===== src/rtl/rram_read_seq.sv =====
// RRAM read sequencer: precharge, line drive, current sensing, then three ADC channel captures.
// Optional feature macro RRAM_SEQ_ABORT_EN adds an ABORT input and a sticky ERR flag.
module rram_read_seq #(
    parameter int unsigned T_PRE   = 2,
    parameter int unsigned T_WL    = 3,
    parameter int unsigned T_SENSE = 2,
    parameter int unsigned T_ADC   = 4
) (
    input  logic        CLK,
    input  logic        RST,
    input  logic        REQ,
    input  logic [3:0]  ROW,
    output logic        BUSY,
    output logic        DONE,
    output logic        PRE,
    output logic        ENABLE_WL,
    output logic        ENABLE_BL,
    output logic        ENABLE_SL,
    output logic [15:0] IN0_WL,
    output logic        ENABLE_CSA,
    output logic        SAEN_CSA,
    output logic        ENABLE_ADC,
    output logic [1:0]  CLK_EN_ADC,
    input  logic [15:0] ADC_OUT0,
    input  logic [15:0] ADC_OUT1,
    input  logic [15:0] ADC_OUT2,
    output logic [15:0] RES0,
    output logic [15:0] RES1,
    output logic [15:0] RES2
`ifdef RRAM_SEQ_ABORT_EN
    ,
    input  logic        ABORT,
    output logic        ERR
`endif
);

    localparam int unsigned CNT_W  = 8;
    localparam int unsigned CH_W   = 2;
    localparam int unsigned ROW_W  = 4;
    localparam int unsigned DATA_W = 16;

    localparam logic [CNT_W-1:0] LD_PRE   = CNT_W'(T_PRE - 1);
    localparam logic [CNT_W-1:0] LD_WL    = CNT_W'(T_WL - 1);
    localparam logic [CNT_W-1:0] LD_SENSE = CNT_W'(T_SENSE - 1);
    localparam logic [CNT_W-1:0] LD_ADC   = CNT_W'(T_ADC - 1);

    typedef enum logic [2:0] {
        S_IDLE, S_PRECH, S_DRIVE, S_SENSE, S_CONV, S_DONE
    } state_t;

    state_t              state, state_nxt;
    logic [CNT_W-1:0]    cnt, cnt_nxt;
    logic [CH_W-1:0]     ch, ch_nxt;
    logic [ROW_W-1:0]    row, row_nxt;
    logic [DATA_W-1:0]   res0_nxt, res1_nxt, res2_nxt;
    logic                accept;
    logic                abort_hit;
    logic                busy_nxt, done_nxt, pre_nxt, wl_nxt, csa_nxt, saen_nxt, adc_nxt;
    logic [DATA_W-1:0]   in0_wl_nxt;
    logic [CH_W-1:0]     clk_en_nxt;

`ifdef RRAM_SEQ_ABORT_EN
    assign abort_hit = ABORT && (state != S_IDLE);
`else
    assign abort_hit = 1'b0;
`endif

    // Next-state, capture and Moore decode of the next state so outputs line up with the state
    always_comb begin
        state_nxt = state;
        cnt_nxt   = cnt;
        ch_nxt    = ch;
        row_nxt   = row;
        res0_nxt  = RES0;
        res1_nxt  = RES1;
        res2_nxt  = RES2;
        accept    = 1'b0;

        case (state)
            S_IDLE:  accept = REQ;
            S_PRECH: begin
                if (cnt == '0) begin
                    state_nxt = S_DRIVE;
                    cnt_nxt   = LD_WL;
                end else begin
                    cnt_nxt = cnt - CNT_W'(1);
                end
            end
            S_DRIVE: begin
                if (cnt == '0) begin
                    state_nxt = S_SENSE;
                    cnt_nxt   = LD_SENSE;
                end else begin
                    cnt_nxt = cnt - CNT_W'(1);
                end
            end
            S_SENSE: begin
                if (cnt == '0) begin
                    state_nxt = S_CONV;
                    cnt_nxt   = LD_ADC;
                    ch_nxt    = '0;
                end else begin
                    cnt_nxt = cnt - CNT_W'(1);
                end
            end
            S_CONV: begin
                if (cnt == '0) begin
                    case (ch)
                        2'd0:    res0_nxt = ADC_OUT0;
                        2'd1:    res1_nxt = ADC_OUT1;
                        default: res2_nxt = ADC_OUT2;
                    endcase
                    if (ch == 2'd2) begin
                        state_nxt = S_DONE;
                    end else begin
                        ch_nxt  = ch + CH_W'(1);
                        cnt_nxt = LD_ADC;
                    end
                end else begin
                    cnt_nxt = cnt - CNT_W'(1);
                end
            end
            // DONE is not busy, so a held REQ restarts without an idle bubble
            S_DONE: begin
                state_nxt = S_IDLE;
                accept    = REQ;
            end
            default: state_nxt = S_IDLE;
        endcase

        if (accept) begin
            state_nxt = S_PRECH;
            cnt_nxt   = LD_PRE;
            ch_nxt    = '0;
            row_nxt   = ROW;
        end

        if (abort_hit) begin
            state_nxt = S_IDLE;
            cnt_nxt   = '0;
            ch_nxt    = '0;
            row_nxt   = row;
            res0_nxt  = RES0;
            res1_nxt  = RES1;
            res2_nxt  = RES2;
        end

        busy_nxt   = (state_nxt == S_PRECH) || (state_nxt == S_DRIVE) ||
                     (state_nxt == S_SENSE) || (state_nxt == S_CONV);
        done_nxt   = (state_nxt == S_DONE);
        pre_nxt    = (state_nxt == S_PRECH);
        wl_nxt     = (state_nxt == S_DRIVE) || (state_nxt == S_SENSE);
        in0_wl_nxt = wl_nxt ? (DATA_W'(1) << row_nxt) : '0;
        csa_nxt    = (state_nxt == S_SENSE) || (state_nxt == S_CONV);
        saen_nxt   = (state_nxt == S_SENSE) && (cnt_nxt == '0);
        adc_nxt    = (state_nxt == S_CONV);
        clk_en_nxt = adc_nxt ? (ch_nxt + CH_W'(1)) : '0;
    end

    // State register and registered outputs
    always_ff @(posedge CLK or posedge RST) begin
        if (RST) begin
            state      <= S_IDLE;
            cnt        <= '0;
            ch         <= '0;
            row        <= '0;
            BUSY       <= 1'b0;
            DONE       <= 1'b0;
            PRE        <= 1'b0;
            ENABLE_WL  <= 1'b0;
            ENABLE_BL  <= 1'b0;
            ENABLE_SL  <= 1'b0;
            IN0_WL     <= '0;
            ENABLE_CSA <= 1'b0;
            SAEN_CSA   <= 1'b0;
            ENABLE_ADC <= 1'b0;
            CLK_EN_ADC <= '0;
            RES0       <= '0;
            RES1       <= '0;
            RES2       <= '0;
        end else begin
            state      <= state_nxt;
            cnt        <= cnt_nxt;
            ch         <= ch_nxt;
            row        <= row_nxt;
            BUSY       <= busy_nxt;
            DONE       <= done_nxt;
            PRE        <= pre_nxt;
            ENABLE_WL  <= wl_nxt;
            ENABLE_BL  <= wl_nxt;
            ENABLE_SL  <= wl_nxt;
            IN0_WL     <= in0_wl_nxt;
            ENABLE_CSA <= csa_nxt;
            SAEN_CSA   <= saen_nxt;
            ENABLE_ADC <= adc_nxt;
            CLK_EN_ADC <= clk_en_nxt;
            RES0       <= res0_nxt;
            RES1       <= res1_nxt;
            RES2       <= res2_nxt;
        end
    end

`ifdef RRAM_SEQ_ABORT_EN
    // Sticky abort flag, cleared by the next accepted request
    always_ff @(posedge CLK or posedge RST) begin
        if (RST) begin
            ERR <= 1'b0;
        end else if (abort_hit) begin
            ERR <= 1'b1;
        end else if (accept) begin
            ERR <= 1'b0;
        end
    end
`endif

endmodule


===== config.mk =====
export PLATFORM = sky130hd
export DESIGN_NAME = rram_read_seq
export DESIGN_NICKNAME = d
export VERILOG_FILES = /design/src/rtl/rram_read_seq.sv
export SDC_FILE = /design/constraint.sdc
export NUM_CORES = 1
export LEC_CHECK = 0
export BUFFER_PORTS_ARGS = -buffer_cell sky130_fd_sc_hd__buf_2
export CAP_MARGIN = 10
export CELL_PAD_IN_SITES_DETAIL_PLACEMENT = 1
export CELL_PAD_IN_SITES_GLOBAL_PLACEMENT = 1
export CORE_MARGIN = 3
export CORE_UTILIZATION = 39
export CTS_BUF_LIST = sky130_fd_sc_hd__clkbuf_8 sky130_fd_sc_hd__clkbuf_16
export DETAILED_ROUTE_END_ITERATION = 8
export GPL_TIMING_DRIVEN = 0
export PLACE_DENSITY = 0.79
export REMOVE_ABC_BUFFERS = 1
export SLEW_MARGIN = 10
export SYNTH_ARGS = -nofsm -noshare
export SYNTH_HDL_FRONTEND = slang
export SYNTH_SLANG_ARGS = --single-unit

===== constraint.sdc =====
create_clock -name CLK -period 3.1 [get_ports CLK]
set_clock_uncertainty 0.15 [all_clocks]
set_input_delay 0.155 -clock CLK [delete_from_list [all_inputs] [get_ports CLK]]
set_output_delay 0.155 -clock CLK [all_outputs]
set_load 0.05 [all_outputs]

==> results.json <==
{
  "synthTopCellsByArea": "dfrtp_1 56%, mux2_4 11%, mux2_2 5.0%",
  "crit_chain": "inv_1, ha_1, or4b_1, nor2_1, a211o_1, nand4_1, nor4_1",
  "synthFlopType": "dfrtp_1",
  "avgSynthCellArea_um2": 12.5,
  "nets": 561,
  "crit_buf_inv": 1,
  "cts_sinks": 90,
  "worstSetupStartpointType": "register",
  "first_global_vias": 3674,
  "slew_headroom_pct": 29.2,
  "first_pass_iters": 4,
  "drc": 0,
  "power_switching_uw": 671,
  "netSwitchingFraction_pct": 28.2,
  "min_period_over_period_pct": 94.2,
  "synth_area_um2": 4030,
  "die_w_um": 108,
  "drtAntennaViolNets": 0,
  "antenna_found_initial": 0,
  "path_delay_family": "simple AND/OR/NAND/NOR gates",
  "finalInstanceArea_um2": 5540,
  "dp_hpwl_mm": 7.67,
  "vias": 3335,
  "dieArea_um2": 11600,
  "p_int_uw": 1710,
  "final-setup-viol-count": 0,
  "pwr-share-comb_pct": 13.7,
  "yosysSeqAreaShare_pct": 55.9,
  "p_clk_share_pct": 34.8,
  "die_h_um": 108,
  "layout-drive-gt1-share_pct": 40.1,
  "p_seq_share_pct": 51.5,
  "cp_slowest_stage_delay_ps": 660,
  "synth_commonest_cells": "90 x dfrtp_1, 30 x mux2_4, 27 x nor2_1",
  "power_density_nw_per_um2": 430,
  "synth_edf_count": 0,
  "crit_type": "register to register",
  "coreArea_um2": 9910,
  "drt-total-wl_mm": 13.3,
  "syn_inst": 322,
  "outcome": "completed",
  "drt_iter0_drc": 174,
  "rows": 36,
  "gr-usage-all-layers_pct": 23.4,
  "vias_per_cell": 5.22,
  "synth_warnings": 0,
  "period_minus_slack_ps": 2920,
  "insertion_delay_ps": 360,
  "slew_violations": 0,
  "peakVddDrop_mv": 0.249,
  "place.gp.congestion": 0.911,
  "diodes": 0,
  "root_buffer": "clkbuf_8",
  "drv_cap": 0,
  "port_buffers": 129,
  "min_path_type": "primary input to register",
  "synth.top_cell.area_share_pct": 55.9,
  "cts_tree": "done",
  "slowest_stage": "or4b_1",
  "synth_seq_cells": 90,
  "initial_core_util_pct": 40.7,
  "cts_buffer_depth": 2,
  "grt_pass1_wl_mm": 20.5,
  "hold_viol_final": 0,
  "grt_max_degree": 57,
  "overflow": 0,
  "post_drt_wl_per_cell_um": 20.8,
  "cts_made_buffers": 9,
  "end_kind": "register",
  "synth_area_leader_cell": "dfrtp_1",
  "h-tree-depth": 3,
  "path_max_fanout": 9,
  "leakagePower_uw": 0.00290,
  "synthToLayoutAreaGrowth_pct": 37.4,
  "pin_count": 130,
  "worst_ep_required_time_ps": 3180,
  "async_flop_share_pct": 100,
  "clk_pin_slew_ps": 90,
  "worst_slew_pin_slew_ps": 1050,
  "max_freq_ghz": 0.342,
  "critPathArrivalTime_ps": 3000,
  "synth.distinct_cells": 47,
  "placed_area_um2": 4790,
  "yosysMostFrequentCell": "dfrtp_1",
  "fin_tns_setup_ps": 0
}
==> worst paths after layout <==
check	from	endpoint	slack (ps)	depth (start not counted)
max reg2reg	cnt[0]$_DFF_PP0_	SAEN_CSA$_DFF_PP0_	180	7
min reg2reg	RES2[13]$_DFFE_PP0P_	RES2[13]$_DFFE_PP0P_	360	1
min in group asynchronous	RST	RES0[12]$_DFFE_PP0P_	220	3
max in group asynchronous	RST	ch[0]$_DFF_PP0_	1940	4
min	REQ	PRE$_DFF_PP0_	30	3
max	cnt[0]$_DFF_PP0_	SAEN_CSA$_DFF_PP0_	180	7
==> placed cells by master, fill, tap and decap left out, types with 4 or more instances in the layout <==
master and count:
a21oi_1 11, and2_1 7, and3_1 4, buf_2 129
clkbuf_8 9, dfrtp_1 90, dlygate4sd3_1 51, ha_1 5
inv_1 13, mux2_2 18, mux2_4 30, mux2i_1 8
nand2_1 11, nand2b_1 4, nand3_1 5, nand4_1 5
nor2_1 27, nor2b_1 6, nor3_1 7, nor4_1 4
o21ai_0 8
==> power groups by stage <==
stage	registers (µW)	clock network, µW	logic, µW
after floorplan	1360	0	58.0
after global placement	1240	0	253
after detailed placement	1240	0	265
after CTS	1220	834	317
after global routing	1230	895	343
final	1230	830	326
==> sequential cells by signal (all words and copies together) (netlist names), 2 cells and up <==
register    cells
RES1           16
RES2           16
state           3
RES0           16
row             4
ch              2
IN0_WL         16
cnt             8
CLK_EN_ADC      2
==> area by class of cell <==
cell class | instances | area [µm²]
fill | 1111 | 4370
clock buffer | 9 | 124
inverter | 13 | 51.3
sequential | 90 | 2250
clock inverter | 7 | 75.1
multi-input combinational | 204 | 1660
timing repair buffer | 183 | 1210
tap | 133 | 166
==> per-layer routing <==
metal	track usage, %	up-vias	share of wire, %	wire length, µm
met5	0	-	0	0
met2	42.6	131	52	6960
met3	6.00	32	6.7	885
met4	8.75	0	2.8	369
met1	26.1	1681	38	5060
li1	-	1491	-	-
==> through the flow <==
stage               hold WS, ps  utilization [%]  total power [µW]  cells  worst slack, ps
floorplan                   154                -              1420    307              460
global placement            238             48.0              1490    569             -526
detailed placement         66.0             48.3              1510    570            -62.3
CTS                        11.8             55.5              2370    637              125
global route               69.9             55.9              2470    639           -0.494
finish                     26.3             55.9              2380    639              179
==> logic make-up (layout without fill, tap and decap cells) <==
family | Yosys count | count (layout) | share of synthesized area [%]
xor+xnor | 1 | 1 | 0.217
mux | 56 | 56 | 18.2
compound gates | 48 | 48 | 7.85
simple gates | 94 | 94 | 12.9
fa+ha+maj | 5 | 5 | 1.55
flops | 90 | 90 | 55.9
buf+inv | 28 | 212 | 3.38
==> tightest hold or removal path: cells and delay by family <==
| kind | cells | cell delay, ps |
|---|---|---|
| compound gates | 1 | 100 |
| buf+inv | 1 | 160 |
| simple gates | 1 | 70 |
==> repair_timing <==
action,CTS,global route
setup endpoints to repair,14,50
buffers inserted,0,2
endpoints found under the hold margin,84,0
pin swaps,0,1
hold buffers,51,0
resized for setup,1,2
Power figures use the tool's default switching activity.
